## src/rtl/hyst_level_counter_pkg.sv

```systemverilog
// rtl/hyst_level_counter_pkg.sv - shared alarm FSM encoding and default threshold constants
package hyst_level_counter_pkg;

    typedef enum logic {
        ALARM_OFF = 1'b0,
        ALARM_ON  = 1'b1
    } alarm_state_t;

    localparam int DEF_WIDTH     = 3;
    localparam int DEF_MAX_COUNT = 7;
    localparam int DEF_ON_LEVEL  = 5;
    localparam int DEF_OFF_LEVEL = 2;

endpackage

```

## src/rtl/hyst_comparator.sv

```systemverilog
// rtl/hyst_comparator.sv - two-threshold hysteresis flag on a registered value
module hyst_comparator
    import hyst_level_counter_pkg::*;
#(
    parameter int WIDTH     = DEF_WIDTH,
    parameter int ON_LEVEL  = DEF_ON_LEVEL,
    parameter int OFF_LEVEL = DEF_OFF_LEVEL
) (
    input  logic             clock,
    input  logic             reset,
    input  logic [WIDTH-1:0] value,
    output logic             flag
);

    localparam logic [WIDTH-1:0] ON_L  = WIDTH'(ON_LEVEL);
    localparam logic [WIDTH-1:0] OFF_L = WIDTH'(OFF_LEVEL);

    alarm_state_t state, state_next;

    always_ff @(posedge clock) begin
        if (reset) begin
            state <= ALARM_OFF;
        end else begin
            state <= state_next;
        end
    end

    // Values strictly between the thresholds leave the state untouched.
    always_comb begin
        state_next = state;
        case (state)
            ALARM_OFF: if (value >= ON_L)  state_next = ALARM_ON;
            ALARM_ON:  if (value <= OFF_L) state_next = ALARM_OFF;
            default:   state_next = ALARM_OFF;
        endcase
    end

    assign flag = (state == ALARM_ON);

endmodule

```

## src/rtl/hyst_level_counter.sv

```systemverilog
// rtl/hyst_level_counter.sv - saturating up/down level counter with hysteresis alarm
module hyst_level_counter
    import hyst_level_counter_pkg::*;
#(
    parameter int WIDTH     = DEF_WIDTH,
    parameter int MAX_COUNT = DEF_MAX_COUNT,
    parameter int ON_LEVEL  = DEF_ON_LEVEL,
    parameter int OFF_LEVEL = DEF_OFF_LEVEL
) (
    input  logic             clock,
    input  logic             reset,
    input  logic             tick,
    input  logic             up,
    input  logic             down,
    input  logic             load,
    input  logic [WIDTH-1:0] load_value,
    output logic [WIDTH-1:0] count,
    output logic             at_min,
    output logic             at_max,
    output logic             alarm,
    output logic             changed
);

    generate
        if (MAX_COUNT < 1 || MAX_COUNT > (2 ** WIDTH) - 1) begin : g_bad_max
            $error("hyst_level_counter: MAX_COUNT out of range for WIDTH");
        end
        if (!(OFF_LEVEL < ON_LEVEL && ON_LEVEL <= MAX_COUNT)) begin : g_bad_levels
            $error("hyst_level_counter: need OFF_LEVEL < ON_LEVEL <= MAX_COUNT");
        end
    endgenerate

    localparam logic [WIDTH-1:0] MAX_L = WIDTH'(MAX_COUNT);
    localparam logic [WIDTH-1:0] ONE_L = WIDTH'(1);

    logic [WIDTH-1:0] count_next;

    // Bounds are tested before the add/subtract so no carry or borrow is ever needed.
    always_comb begin
        count_next = count;
        if (load) begin
            count_next = (load_value > MAX_L) ? MAX_L : load_value;
        end else if (tick && up && !down) begin
            if (count != MAX_L) count_next = count + ONE_L;
        end else if (tick && down && !up) begin
            if (count != '0) count_next = count - ONE_L;
        end
    end

    always_ff @(posedge clock) begin
        if (reset) begin
            count   <= '0;
            changed <= 1'b0;
        end else begin
            count   <= count_next;
            changed <= (count_next != count);
        end
    end

    assign at_min = (count == '0);
    assign at_max = (count == MAX_L);

    hyst_comparator #(
        .WIDTH     (WIDTH),
        .ON_LEVEL  (ON_LEVEL),
        .OFF_LEVEL (OFF_LEVEL)
    ) u_alarm (
        .clock (clock),
        .reset (reset),
        .value (count),
        .flag  (alarm)
    );

endmodule

```

## config.mk

```make
export PLATFORM = sky130hd
export DESIGN_NAME = hyst_level_counter
export DESIGN_NICKNAME = d
export VERILOG_FILES = /design/src/rtl/hyst_level_counter_pkg.sv /design/src/rtl/hyst_comparator.sv /design/src/rtl/hyst_level_counter.sv
export SDC_FILE = /design/constraint.sdc
export NUM_CORES = 1
export LEC_CHECK = 0
export ABC_CLOCK_PERIOD_IN_PS = 4300
export CORE_AREA = 8 8 52 54
export DETAILED_ROUTE_END_ITERATION = 8
export DIE_AREA = 0 0 60 62
export PLACE_DENSITY_LB_ADDON = 0.12
export SYNTH_ARGS = -nofsm -noshare
export SYNTH_HDL_FRONTEND = slang
export SYNTH_SLANG_ARGS = --single-unit
```

## constraint.sdc

```tcl
create_clock -name clock -period 4.3 [get_ports clock]
set_clock_uncertainty 0.05 [all_clocks]
set_input_delay 0.86 -clock clock [delete_from_list [all_inputs] [get_ports clock]]
set_output_delay 0.86 -clock clock [all_outputs]
set_load 0.05 [all_outputs]
```

==> summary.md <==
| Metric | Value |
|---|---|
| Final estimated routing congestion in global placement | 0.787 |
| Num rows | 16 |
| Fraction of registers with async set or reset after synthesis | 0% |
| Highest clock frequency the design can meet | 348 MHz |
| Total standard cell area after synthesis | 459 sq um |
| Number of clock sinks | 5 |
| Worst-case reg-to-reg path depth | 6 |
| Vias in the first global route | 468 |
| # nets final | 88 |
| Post-synth EDFFs | 0 |
| Die outline area | 3720 sq um |
| Worst Hold Launch | u_alarm.flag$_SDFF_PP0_ |
| Setup repair after global routing missed its margin | no |
| Leakage power | 0.259 nW |
| Crit path arrival time | 1.97 ns |
| First-pass DRT Iterations | 4 |
| Pin slew with the least headroom to its limit | 0.504 ns |
| Count of pins over their slew limit | 0 |
| Gate count of the mapped netlist | 55 |
| Die width | 60 um |
| Launching element of the worst setup path | count[1]$_SDFF_PP0_ |
| Top-Level Pins | 16 |
| CTS root buffer | clkbuf_4 |
| Initial cell density of the core | 24.1% |
| Met3 WL post-DR | 89 um |
| Worst Setup EP | at_min |
| Clock latency on the worst-skew pair | 0.24 ns |
| Switching power | 0.0000663 W |
| Slew Limit Headroom | 66.3% |
| Highest routed layer | met4 |
| Net count of the mapped netlist | 69 |
| Total stage count of the critical path | 4 |
| Power density over cell area | 276 nW/um^2 |
| Average instance area after synthesis | 8.35 sq um |
| DRC | 0 |
| Hold-fix buffers at CTS | 0 |
| Most frequently used flop master after synthesis | dfxtp_1 |
| Class of the tightest hold or removal check | reg2reg |
| Period utilisation layout | 66.9% |
| Iteration-0 DRC count of the detailed router | 11 |
| Crit path capture type | output pin |
| TritonCTS clock tree | built |
| Slowest cell on the critical path | clkdlybuf4s50_1 |
| Largest net degree at the start of global routing | 10 |
| Data required, critical path | 3.39 ns |
| Final worst path period need | 2.88 ns |
| Average wire per standard cell | 13.0 um |
| Amount of wire on met2 after detailed routing | 613 um |
| Top cell family by delay on the critical path | buffers and inverters |
| Post-CTS setup-driven buffer insertion count | 0 |
| CTS H-tree depth | 1 |
| Kind of critical path | reg2out |
| Via total after detailed routing | 465 |
| Fraction of the core area covered by cells at the end of the flow | 34.6% |
| Startpoint type of the worst setup path | flip-flop |
| Run status | finished, final reports clean |
| Synth unique cells | 29 |
| Vertical die dimension | 62 um |
| Final setup violation count | 0 |
| Setup TNS after final layout | 0 ns |
| Crit path max fanout | 8 |
| Part of the power in combinational logic | 39.2% |
| Area growth, synth to finish | 43.3% |
| Critical register-to-register path startpoint | count[1]$_SDFF_PP0_ |
| Cells along the critical path | inv_1 -> ha_1 -> nor2b_4 -> clkdlybuf4s50_1 |
| Count of state elements after synthesis | 5 |
| YS warnings | 0 |
| Sequential area share after synthesis | 21.8% |
| Buffers & Inverters on Critical Path | 2 |
| Number of antenna diodes | 0 |
| Endpoint of the worst register-to-register path | count[1]$_SDFF_PP0_ |
| Final Hold Violating Endpoints | 0 |
| Internal power | 0.000115 W |
| Placed wire-length estimate | 1060 um |
| Peak supply drop | 116 uV |
| Stage delay of the slowest cell on the critical path | 0.81 ns |
| Number of antenna-violating nets in the routed design | 0 |
| First-pass GRT wire length | 2170 um |
| Overall routed net length | 1300 um |
| Layout cells sized above 1 | 11.0% |
| Total global routing overflow | 0 |
| Power share of the clock group | 29.6% |
| Drt via density | 4.65 |
| Most common library cell in the layout ignoring fill and taps | clkdlybuf4s50_1 |
| Core ar. | 1900 sq um |
| Clock slew at reported path FFs | 0.04 ns |
| Buffers on Ports | 15 |
| PostCTS Resize Cnt | 0 |
| Max-cap violations | 0 |
| Buffer levels on the longest clock path | 2 |
| Commonest cells after routing, fill and taps aside | clkdlybuf4s50_1 (15), nand2_1 (6), inv_1 (5), ha_1 (5), dfxtp_1 (5) |
| Setup slack, reg-to-reg | 2.38 ns |
| Number of antenna violations at the first check in global routing | 0 |
| DRT met1 WL | 582 um |
| Gr usage total | 7.73% |
| Portion of total power attributed to sequential cells | 31.2% |
| Switching part of the total | 36.5% |
| Clock buffer count from CTS | 3 |
## worst reg2reg max path, stage by stage, from the launching register on
cell      delay, ns
dfxtp_1        0.47
inv_1          0.16
ha_1           0.22
nor2b_4        0.14
or3_2          0.45
a21boi_0       0.20
o32ai_1        0.10
## layout make-up
| cell class | instances | area, sq um |
|---|---|---|
| flip-flops and latches | 5 | 100 |
| repair buffers | 15 | 150 |
| multi-input cells | 44 | 329 |
| well taps | 27 | 33.8 |
| inverters | 5 | 18.8 |
| fillers | 220 | 1240 |
| clock buffers | 4 | 26.3 |
## power by group through the flow
stage / Sequential, W / Combinational, W / Clock, W
global route: 0.0000575 / 0.0000779 / 0.0000605
detailed placement: 0.0000576 / 0.0000719 / 0
global placement: 0.0000575 / 0.0000731 / 0
floorplan: 0.0000675 / 0.0000350 / 0
finish: 0.0000567 / 0.0000712 / 0.0000538
CTS: 0.0000567 / 0.0000723 / 0.0000567
## routing by layer
metal / vias to the layer above / track usage (%)
li1: 244 / -
met1: 210 / 8.72
met2: 9 / 12.5
met3: 2 / 2.26
met4: 0 / 5.10
met5: - / 0
## sequential cells by signal, indices dropped and copies added (netlist names)
| name | count |
|---|---|
| count | 3 |
| u_alarm.flag | 1 |
| changed | 1 |
## worst min-delay path by stage
stage,cells past startpoint,to,slack (ns)
after CTS,2,u_alarm.flag$_SDFF_PP0_,0.53
after floorplan,2,u_alarm.flag$_SDFF_PP0_,0.73
final,2,u_alarm.flag$_SDFF_PP0_,0.53
after global routing,2,u_alarm.flag$_SDFF_PP0_,0.55
after global placement,2,u_alarm.flag$_SDFF_PP0_,0.54
after detailed placement,2,u_alarm.flag$_SDFF_PP0_,0.52
## kinds of logic after synthesis
group / after synthesis / share of synthesized area (%)
and+or+nand+nor: 21 / 27.8
AOI/OAI and AO/OA: 15 / 24.5
buffers and inverters: 6 / 6.54
adders and majority gates: 5 / 13.6
DFF: 5 / 21.8
xor gates and xnor gates: 3 / 5.72
## cells in the mapped netlist, types with 2 or more instances
cell type,n,area (sq um)
inv_1,5,18.8
ha_1,5,62.6
a21oi_1,2,10.0
nand2_1,6,22.5
nor3b_1,2,15.0
xor2_1,3,26.3
nor2_1,2,7.51
o21ai_0,3,15.0
nor4_1,2,12.5
a31oi_1,2,12.5
dfxtp_1,5,100
## stage by stage
step	setup slack (ns)	hold slack [ns]	std cells	area, sq um	power, W
after floorplan	2.05	0.733	55	459	0.000102
after global placement	1.71	0.542	96	632	0.000131
after detailed placement	1.67	0.519	96	632	0.000130
after CTS	1.40	0.532	100	658	0.000186
after global routing	1.29	0.548	100	658	0.000196
final	1.42	0.535	100	658	0.000182
(Power assumes the default switching activity.)
